File: config.mk
export PLATFORM = sky130hd
export DESIGN_NAME = src_ctrl_unit
export DESIGN_NICKNAME = d
export VERILOG_FILES = /design/src/rtl/src_ctrl_pkg.sv /design/src/rtl/branch_cond_ff.sv /design/src/rtl/src_ctrl_unit.sv
export SDC_FILE = /design/constraint.sdc
export NUM_CORES = 1
export LEC_CHECK = 0
export BUFFER_PORTS_ARGS = -buffer_cell sky130_fd_sc_hd__clkbuf_2
export CAP_MARGIN = 0
export CORE_UTILIZATION = 40
export DETAILED_ROUTE_END_ITERATION = 8
export PLACE_DENSITY_LB_ADDON = 0.3
export SLEW_MARGIN = 20
export SYNTH_ARGS = -nofsm -noshare
export SYNTH_HDL_FRONTEND = slang
export SYNTH_SLANG_ARGS = --single-unit
File: constraint.sdc
create_clock -name clk -period 3.2 [get_ports clk]
set_input_delay 0.64 -clock clk [delete_from_list [all_inputs] [get_ports clk]]
set_output_delay 0.64 -clock clk [all_outputs]
set_load 0.02 [all_outputs]
File: src/rtl/src_ctrl_pkg.sv
// rtl/src_ctrl_pkg.sv - shared types, opcodes, ALU codes and strobe indices for src_ctrl_unit
package src_ctrl_pkg;

  typedef enum logic [3:0] {
    S_RESET = 4'd0,
    S_T0    = 4'd1,
    S_T1    = 4'd2,
    S_T2    = 4'd3,
    S_T3    = 4'd4,
    S_T4    = 4'd5,
    S_T5    = 4'd6,
    S_T6    = 4'd7,
    S_T7    = 4'd8,
    S_HALT  = 4'd9
  } state_t;

  localparam logic [4:0] OP_LD   = 5'd0;
  localparam logic [4:0] OP_LDI  = 5'd1;
  localparam logic [4:0] OP_ST   = 5'd2;
  localparam logic [4:0] OP_ADD  = 5'd3;
  localparam logic [4:0] OP_SUB  = 5'd4;
  localparam logic [4:0] OP_SHR  = 5'd5;
  localparam logic [4:0] OP_SHL  = 5'd6;
  localparam logic [4:0] OP_ROR  = 5'd7;
  localparam logic [4:0] OP_ROL  = 5'd8;
  localparam logic [4:0] OP_AND  = 5'd9;
  localparam logic [4:0] OP_OR   = 5'd10;
  localparam logic [4:0] OP_ADDI = 5'd11;
  localparam logic [4:0] OP_ANDI = 5'd12;
  localparam logic [4:0] OP_ORI  = 5'd13;
  localparam logic [4:0] OP_MUL  = 5'd14;
  localparam logic [4:0] OP_DIV  = 5'd15;
  localparam logic [4:0] OP_NEG  = 5'd16;
  localparam logic [4:0] OP_NOT  = 5'd17;
  localparam logic [4:0] OP_BR   = 5'd18;
  localparam logic [4:0] OP_JR   = 5'd19;
  localparam logic [4:0] OP_IN   = 5'd21;
  localparam logic [4:0] OP_OUT  = 5'd22;
  localparam logic [4:0] OP_MFHI = 5'd23;
  localparam logic [4:0] OP_MFLO = 5'd24;
  localparam logic [4:0] OP_NOP  = 5'd25;
  localparam logic [4:0] OP_HALT = 5'd26;

  localparam logic [3:0] ALU_ADD = 4'd0;
  localparam logic [3:0] ALU_SUB = 4'd1;
  localparam logic [3:0] ALU_SHR = 4'd2;
  localparam logic [3:0] ALU_SHL = 4'd3;
  localparam logic [3:0] ALU_ROR = 4'd4;
  localparam logic [3:0] ALU_ROL = 4'd5;
  localparam logic [3:0] ALU_AND = 4'd6;
  localparam logic [3:0] ALU_OR  = 4'd7;
  localparam logic [3:0] ALU_MUL = 4'd8;
  localparam logic [3:0] ALU_DIV = 4'd9;
  localparam logic [3:0] ALU_NEG = 4'd10;
  localparam logic [3:0] ALU_NOT = 4'd11;

  localparam int WR_REGFILE = 0;
  localparam int WR_HI      = 1;
  localparam int WR_LO      = 2;
  localparam int WR_Z       = 3;
  localparam int WR_PC      = 4;
  localparam int WR_MDR     = 5;
  localparam int WR_IR      = 6;
  localparam int WR_Y       = 7;
  localparam int WR_MAR     = 8;
  localparam int WR_MEM     = 9;
  localparam int WR_OUTPORT = 10;

  localparam int RD_REGFILE = 0;
  localparam int RD_HI      = 1;
  localparam int RD_LO      = 2;
  localparam int RD_Z_LO    = 3;
  localparam int RD_Z_HI    = 4;
  localparam int RD_PC      = 5;
  localparam int RD_MDR     = 6;
  localparam int RD_INPORT  = 7;
  localparam int RD_C       = 8;
  localparam int RD_MEM     = 9;

  typedef enum logic [3:0] {
    CLS_NOP,
    CLS_MEM,
    CLS_R,
    CLS_IMM,
    CLS_MULDIV,
    CLS_UNARY,
    CLS_BR,
    CLS_JR,
    CLS_IN,
    CLS_OUT,
    CLS_MFHI,
    CLS_MFLO,
    CLS_HALT
  } iclass_t;

  // Groups opcodes by their T3+ sequence; unknown opcodes fall through to nop.
  function automatic iclass_t op_class(input logic [4:0] op);
    case (op)
      OP_LD, OP_LDI, OP_ST:                    return CLS_MEM;
      OP_ADD, OP_SUB, OP_SHR, OP_SHL,
      OP_ROR, OP_ROL, OP_AND, OP_OR:           return CLS_R;
      OP_ADDI, OP_ANDI, OP_ORI:                return CLS_IMM;
      OP_MUL, OP_DIV:                          return CLS_MULDIV;
      OP_NEG, OP_NOT:                          return CLS_UNARY;
      OP_BR:                                   return CLS_BR;
      OP_JR:                                   return CLS_JR;
      OP_IN:                                   return CLS_IN;
      OP_OUT:                                  return CLS_OUT;
      OP_MFHI:                                 return CLS_MFHI;
      OP_MFLO:                                 return CLS_MFLO;
      OP_HALT:                                 return CLS_HALT;
      default:                                 return CLS_NOP;
    endcase
  endfunction

  function automatic logic [3:0] alu_op(input logic [4:0] op);
    case (op)
      OP_SUB:          return ALU_SUB;
      OP_SHR:          return ALU_SHR;
      OP_SHL:          return ALU_SHL;
      OP_ROR:          return ALU_ROR;
      OP_ROL:          return ALU_ROL;
      OP_AND, OP_ANDI: return ALU_AND;
      OP_OR, OP_ORI:   return ALU_OR;
      OP_MUL:          return ALU_MUL;
      OP_DIV:          return ALU_DIV;
      OP_NEG:          return ALU_NEG;
      OP_NOT:          return ALU_NOT;
      default:         return ALU_ADD;
    endcase
  endfunction

endpackage

File: src/rtl/branch_cond_ff.sv
// rtl/branch_cond_ff.sv - branch condition flag, captured from the bus when enabled
module branch_cond_ff (
  input  logic        clk,
  input  logic        rst,
  input  logic        en,
  input  logic [1:0]  cond,
  input  logic [31:0] bus,
  output logic        branch
);

  logic branch_q;
  logic branch_d;

  always_comb begin
    branch_d = branch_q;
    if (en) begin
      case (cond)
        2'b00:   branch_d = (bus == 32'd0);
        2'b01:   branch_d = (bus != 32'd0);
        2'b10:   branch_d = ~bus[31];
        default: branch_d = bus[31];
      endcase
    end
  end

  always_ff @(posedge clk or posedge rst) begin
    if (rst) branch_q <= 1'b0;
    else     branch_q <= branch_d;
  end

  assign branch = branch_q;

endmodule

File: src/rtl/src_ctrl_unit.sv
// rtl/src_ctrl_unit.sv - multi-step CPU control sequencer; SRC_CTRL_CLK_DIV_EN enables the step divider
module src_ctrl_unit
  import src_ctrl_pkg::*;
#(
  parameter int CLK_DIV_RATIO = 4
) (
  input  logic        clk,
  input  logic        in_reset,
  input  logic        in_stop,
  input  logic [31:0] in_ir,
  input  logic [31:0] in_bus,
  output logic        out_run,
  output logic        out_clear,
  output logic        out_gra,
  output logic        out_grb,
  output logic        out_grc,
  output logic        out_ba_read,
  output logic [10:0] out_wr,
  output logic [9:0]  out_rd,
  output logic [3:0]  out_alu_opcode,
  output logic        out_div_reset,
  output logic        out_mdr_select,
  output logic        out_inc_pc,
  output logic        out_branch,
  output logic [3:0]  out_state
);

  state_t     state_q;
  state_t     state_d;
  logic       step;
  logic       con_write;
  logic [4:0] opcode;
  iclass_t    cls;
  logic       unused_ir;

  assign opcode    = in_ir[31:27];
  assign cls       = op_class(opcode);
  assign unused_ir = ^{in_ir[26:21], in_ir[18:0]};

`ifdef SRC_CTRL_CLK_DIV_EN
  logic [7:0] div_cnt_q;
  logic [7:0] div_cnt_d;

  assign step = (div_cnt_q == 8'(CLK_DIV_RATIO - 1));

  always_comb begin
    div_cnt_d = step ? 8'd0 : div_cnt_q + 8'd1;
  end

  always_ff @(posedge clk or posedge in_reset) begin
    if (in_reset) div_cnt_q <= 8'd0;
    else          div_cnt_q <= div_cnt_d;
  end
`else
  logic [7:0] unused_div_ratio;
  assign unused_div_ratio = 8'(CLK_DIV_RATIO);
  assign step = 1'b1;
`endif

  assign con_write = (state_q == S_T3) && (cls == CLS_BR);

  branch_cond_ff u_branch_cond_ff (
    .clk    (clk),
    .rst    (in_reset),
    .en     (con_write & step),
    .cond   (in_ir[20:19]),
    .bus    (in_bus),
    .branch (out_branch)
  );

  always_ff @(posedge clk or posedge in_reset) begin
    if (in_reset) state_q <= S_RESET;
    else          state_q <= state_d;
  end

  always_comb begin
    state_d = state_q;
    if (step) begin
      case (state_q)
        S_RESET: state_d = S_T0;
        S_T0:    state_d = S_T1;
        S_T1:    state_d = S_T2;
        S_T2:    state_d = S_T3;
        S_T3: begin
          case (cls)
            CLS_MEM, CLS_R, CLS_IMM, CLS_MULDIV,
            CLS_UNARY, CLS_BR:                   state_d = S_T4;
            CLS_HALT:                            state_d = S_HALT;
            default:                             state_d = S_T0;
          endcase
        end
        S_T4: begin
          case (cls)
            CLS_MEM, CLS_R, CLS_IMM,
            CLS_MULDIV, CLS_BR:                  state_d = S_T5;
            default:                             state_d = S_T0;
          endcase
        end
        S_T5: begin
          if ((cls == CLS_MULDIV) || (cls == CLS_BR) ||
              ((cls == CLS_MEM) && (opcode != OP_LDI)))
            state_d = S_T6;
          else
            state_d = S_T0;
        end
        S_T6:    state_d = (cls == CLS_MEM) ? S_T7 : S_T0;
        S_T7:    state_d = S_T0;
        S_HALT:  state_d = S_HALT;
        default: state_d = S_RESET;
      endcase
      // A stop request wins over whatever the sequence would do next.
      if (in_stop) state_d = S_HALT;
    end
  end

  always_comb begin
    out_run        = (state_q != S_RESET) && (state_q != S_HALT);
    out_clear      = (state_q == S_RESET);
    out_gra        = 1'b0;
    out_grb        = 1'b0;
    out_grc        = 1'b0;
    out_ba_read    = 1'b0;
    out_wr         = '0;
    out_rd         = '0;
    out_alu_opcode = ALU_ADD;
    out_div_reset  = 1'b0;
    out_mdr_select = 1'b0;
    out_inc_pc     = 1'b0;
    out_state      = state_q;
    case (state_q)
      S_T0: begin
        out_rd[RD_PC]   = 1'b1;
        out_wr[WR_MAR]  = 1'b1;
        out_inc_pc      = 1'b1;
      end
      S_T1: begin
        out_rd[RD_MEM]  = 1'b1;
        out_mdr_select  = 1'b1;
        out_wr[WR_MDR]  = 1'b1;
      end
      S_T2: begin
        out_rd[RD_MDR]  = 1'b1;
        out_wr[WR_IR]   = 1'b1;
      end
      S_T3: begin
        case (cls)
          CLS_R, CLS_IMM: begin
            out_grb = 1'b1; out_rd[RD_REGFILE] = 1'b1; out_wr[WR_Y] = 1'b1;
          end
          CLS_UNARY: begin
            out_grb = 1'b1; out_rd[RD_REGFILE] = 1'b1;
            out_alu_opcode = alu_op(opcode); out_wr[WR_Z] = 1'b1;
          end
          CLS_MULDIV: begin
            out_gra = 1'b1; out_rd[RD_REGFILE] = 1'b1; out_wr[WR_Y] = 1'b1;
            out_div_reset = (opcode == OP_DIV);
          end
          CLS_MEM: begin
            out_grb = 1'b1; out_ba_read = 1'b1;
            out_rd[RD_REGFILE] = 1'b1; out_wr[WR_Y] = 1'b1;
          end
          CLS_BR: begin
            out_gra = 1'b1; out_rd[RD_REGFILE] = 1'b1;
          end
          CLS_JR: begin
            out_gra = 1'b1; out_rd[RD_REGFILE] = 1'b1; out_wr[WR_PC] = 1'b1;
          end
          CLS_IN: begin
            out_rd[RD_INPORT] = 1'b1; out_gra = 1'b1; out_wr[WR_REGFILE] = 1'b1;
          end
          CLS_OUT: begin
            out_gra = 1'b1; out_rd[RD_REGFILE] = 1'b1; out_wr[WR_OUTPORT] = 1'b1;
          end
          CLS_MFHI: begin
            out_rd[RD_HI] = 1'b1; out_gra = 1'b1; out_wr[WR_REGFILE] = 1'b1;
          end
          CLS_MFLO: begin
            out_rd[RD_LO] = 1'b1; out_gra = 1'b1; out_wr[WR_REGFILE] = 1'b1;
          end
          default: ;
        endcase
      end
      S_T4: begin
        case (cls)
          CLS_R: begin
            out_grc = 1'b1; out_rd[RD_REGFILE] = 1'b1;
            out_alu_opcode = alu_op(opcode); out_wr[WR_Z] = 1'b1;
          end
          CLS_IMM: begin
            out_rd[RD_C] = 1'b1; out_alu_opcode = alu_op(opcode); out_wr[WR_Z] = 1'b1;
          end
          CLS_UNARY: begin
            out_rd[RD_Z_LO] = 1'b1; out_gra = 1'b1; out_wr[WR_REGFILE] = 1'b1;
          end
          CLS_MULDIV: begin
            out_grb = 1'b1; out_rd[RD_REGFILE] = 1'b1;
            out_alu_opcode = alu_op(opcode); out_wr[WR_Z] = 1'b1;
          end
          CLS_MEM: begin
            out_rd[RD_C] = 1'b1; out_alu_opcode = ALU_ADD; out_wr[WR_Z] = 1'b1;
          end
          CLS_BR: begin
            out_rd[RD_PC] = 1'b1; out_wr[WR_Y] = 1'b1;
          end
          default: ;
        endcase
      end
      S_T5: begin
        case (cls)
          CLS_R, CLS_IMM: begin
            out_rd[RD_Z_LO] = 1'b1; out_gra = 1'b1; out_wr[WR_REGFILE] = 1'b1;
          end
          CLS_MULDIV: begin
            out_rd[RD_Z_LO] = 1'b1; out_wr[WR_LO] = 1'b1;
          end
          CLS_MEM: begin
            out_rd[RD_Z_LO] = 1'b1;
            if (opcode == OP_LDI) begin
              out_gra = 1'b1; out_wr[WR_REGFILE] = 1'b1;
            end else begin
              out_wr[WR_MAR] = 1'b1;
            end
          end
          CLS_BR: begin
            out_rd[RD_C] = 1'b1; out_alu_opcode = ALU_ADD; out_wr[WR_Z] = 1'b1;
          end
          default: ;
        endcase
      end
      S_T6: begin
        case (cls)
          CLS_MULDIV: begin
            out_rd[RD_Z_HI] = 1'b1; out_wr[WR_HI] = 1'b1;
          end
          CLS_MEM: begin
            if (opcode == OP_LD) begin
              out_rd[RD_MEM] = 1'b1; out_mdr_select = 1'b1; out_wr[WR_MDR] = 1'b1;
            end else if (opcode == OP_ST) begin
              out_gra = 1'b1; out_rd[RD_REGFILE] = 1'b1; out_wr[WR_MDR] = 1'b1;
            end
          end
          CLS_BR: begin
            out_rd[RD_Z_LO] = out_branch;
            out_wr[WR_PC]   = out_branch;
          end
          default: ;
        endcase
      end
      S_T7: begin
        if (cls == CLS_MEM) begin
          if (opcode == OP_LD) begin
            out_rd[RD_MDR] = 1'b1; out_gra = 1'b1; out_wr[WR_REGFILE] = 1'b1;
          end else if (opcode == OP_ST) begin
            out_wr[WR_MEM] = 1'b1;
          end
        end
      end
      default: ;
    endcase
  end

endmodule

==> results.md <==
- Outcome: completed
- # rows: 21
- Sw Pwr: roughly 250 uW
- Max-slew violation count: 0
- Drt wl/cell: ~14 um
- Area grow syn2layout: 59.4%
- Share of cells above drive strength 1: 0.469
- Routed Antenna Nets: 0
- Data arrival, critical path: roughly 2.5 ns
- Min Clock Period, post-route: between 3 and 4 ns
- Slew headroom: 0.647
- Seq/Total Area, Yosys: 0.0871
- GRT Overall Usage: 0.242
- Peak supply drop: ~0.13 mV
- ANT cells: 0
- Final worst-path cycle share: 0.985
- Boundary Pins: approximately 110
- Critical path's largest stage delay: between 0.3 and 0.4 ns
- Die area: approximately 3800 sq um
- Pwr/cell area: roughly 230 nW/um^2
- Reg clk slew, reported paths: 0.04 ns
- Async SR Flop Fraction: 1.00
- HPWL Detailed: around 3900 um
- Grt ovf: 0
- Hold Path Class: in2async
- Largest net degree at the start of global routing: 20
- Drt pass-1 iters: 4
- Cell Area, Synth: 1440 sq um
- RSZ-0062 raised after global routing: true
- Initial core utilization: 0.424
- CP Max Fanout: 5
- Distinct cells, synth: 52
- CTS tree: built
- DIE HEIGHT: 61.9 um
- Clock tree root driver cell: clkbuf_4
- CTS Sinks: 5
- Comb power frac: 0.687
- Final-report hold violation count: 0
- Fillers: ~310
- Register cell area after layout: roughly 130 sq um
- Worst slack at placement: -0.0362 ns
- Critical path type: in2out
- Setup Skew: just under 0.006 ns
- Drt total wl: between 5000 and 6000 um
- EDFF count, synth: 0
- Post-synthesis xor/xnor area fraction: 0.0122
- Reg2reg start: out_state[2]
- DRC Markers: 0
- Vias in the first global route: 1539
- Max-Cap Viols: 0
- Gpl congestion: 0.936
- Setup TNS: 0 ns
- Antenna violations before repair: 0
- Area taken by multi-input logic gates: 1270 sq um
- Reg-to-Reg End: out_state[2]
- Post-synthesis simple-gate area fraction: 0.384
- Flop2flop setup slack: 1.01 ns
- PortBufs: 80
- Avg Cell Area, Syn: around 6.7 sq um
- Mapped Nets: 290
- R2R depth: 6
- Final Total Pwr: approximately 530 uW
- Ys flop type: dfrtp_1
- Core footprint: between 3000 and 4000 sq um
- Hold buffer count at CTS: 0
- Die Wd: a little over 60 um
- # nets final: roughly 400
- Seq pwr share: 0.175
- WP data required: 2.56 ns
- CP Launch Type: primary input
- Slowest CP cell: a31oi_4
- CP cell instances: buf_8 > inv_6 > ha_1 > buf_4 > nand2b_1 > a31oi_4 > nand2_1 > nor2_1 > a31oi_2 > a211oi_1 > buf_2
- Synth Instances: 214
- Int Pwr: roughly 280 uW
- Vias post-DR: a little over 2000
- Num CTS Buffers: 3
- Net Sw Frac: 0.475
- Final setup viols: 0
- Mux share of post-synthesis cell area: 0.0218
- Clk_lat worst skew: around 0.25 ns
- Flops & latches, synth: 5
- Peak Freq: between 300 and 400 MHz
- Iteration-0 DRC Markers: approximately 130
- Clk pwr share: 0.138
- Post-synthesis adder-cell area fraction: 0.0784
- Main combinational cell family by area after synthesis: simple AND/OR/NAND/NOR gates
- First-pass GRT wire length: approximately 7000 um
- Worst Setup End Kind: output port
- Synth Warn #: 0
- Final worst slack: approximately 0.049 ns
- Longest Clk Path Bufs: 2
- Via density: 5.48
- P_leak: approximately 1.1 nW
- H-tree Lvls: 1
- Slew @ Worst Pin: between 0.5 and 0.6 ns
- Compound-Gate Fraction of Synth Area: 0.312
-- logic make-up after synthesis --
family / Yosys count
AND/OR/NAND/NOR: 102
AO/OA/AOI/OAI: 62
buffers and inverters: 31
adder cells (fa/ha/maj): 9
flip-flops: 5
multiplexers: 3
XOR/XNOR: 2
-- state kept, by name (all words and copies together), names as in the netlist --
register,count
u_branch_cond_ff.branch,1
out_state,4
-- placed cells by master (no fill, tap or decap), types with 4 or more instances in the layout --
master and count:
nor4_1 7, nor2_1 22, nand2_1 15, clkbuf_2 65, and3_1 4, nor3_2 4
nor2b_1 8, ha_1 6, a31oi_1 5, inv_1 12, buf_4 42, buf_2 10
a211oi_1 4, nor3_1 13, o21ai_0 14, nand4_1 5, a21oi_1 8, dfrtp_1 5
nand3_1 4
-- area by class of cell --
class                      instances  area share
inverter                          13      0.0235
multi-input combinational        178       0.556
sequential                         5      0.0546
clock buffer                       4      0.0115
tap                               46      0.0251
timing repair buffer             122       0.330
-- critical path: cells and delay by family --
kind,cells,cell delay [ns]
compound gates,3,0.65
buf+inv,4,0.45
simple gates,3,0.57
fa+ha+maj,1,0.20
-- worst max-delay path by stage --
stage / start / endpoint / slack (ns) / depth (start not counted)
2_1_floorplan: in_ir[27] / out_alu_opcode[2] / 0.005 / 9
3_3_place_gp: in_ir[27] / out_wr[9] / -0.002 / 10
3_5_place_dp: in_ir[27] / out_rd[0] / -0.04 / 11
4_1_cts: in_ir[27] / out_mdr_select / -0.008 / 12
5_1_grt: in_ir[27] / out_alu_opcode[2] / -0.07 / 11
6_report: in_ir[27] / out_alu_opcode[2] / 0.05 / 11
-- repair_timing --
action | CTS | global route
resized for setup | 2 | 51
pin swaps | 2 | 11
setup endpoints to repair | 5 | 24
setup buffers | 2 | 2
-- Yosys cell counts (3+ instances only) --
master     count  area share
a211oi_1       4       0.021
a31oi_1        6       0.026
nand4_1        5       0.022
and3_1         4       0.017
o2111ai_1      3       0.018
o21ai_0       16       0.056
buf_2          3       0.010
nand2_1       15       0.039
dfrtp_1        5       0.087
nand3_1        4       0.014
inv_1         13       0.034
nor4_1         7       0.030
nand2b_1       3       0.013
o21a_1         3       0.016
buf_4          6       0.031
a211o_1        3       0.018
nor3_1        17       0.059
o22ai_1        3       0.013
a21oi_1        9       0.031
nor2b_1        9       0.039
nor2_1        22       0.057
clkbuf_1       8       0.021
or3_1          3       0.013
ha_1           9       0.078
-- per-layer routing --
layer  vias up  part of all wire  global-route usage
li1       1009                 -                   -
met1       919              0.45               0.353
met2        88              0.49               0.393
met3         2             0.059              0.0373
met4         0            0.0038              0.0159
met5         -                 0                   0
-- power by group through the flow --
stage	registers [mW]	logic, mW	clock network (mW)
floorplan	0.0924	0.200	0
global placement	0.0921	0.332	0
detailed placement	0.0930	0.335	0
CTS	0.0922	0.338	0.0756
global route	0.0962	0.402	0.0824
finish	0.0929	0.364	0.0733
-- metrics by stage --
stage	cell area [sq um]	instances	hold WS [ns]	utilization
finish	2290	368	0.261	0.676
global route	2290	368	0.273	0.676
CTS	2130	366	0.258	0.628
detailed placement	2080	360	0.521	0.613
global placement	2080	360	0.518	0.613
floorplan	1440	214	0.419	-
No activity file was read; power rests on OpenSTA's default activity.
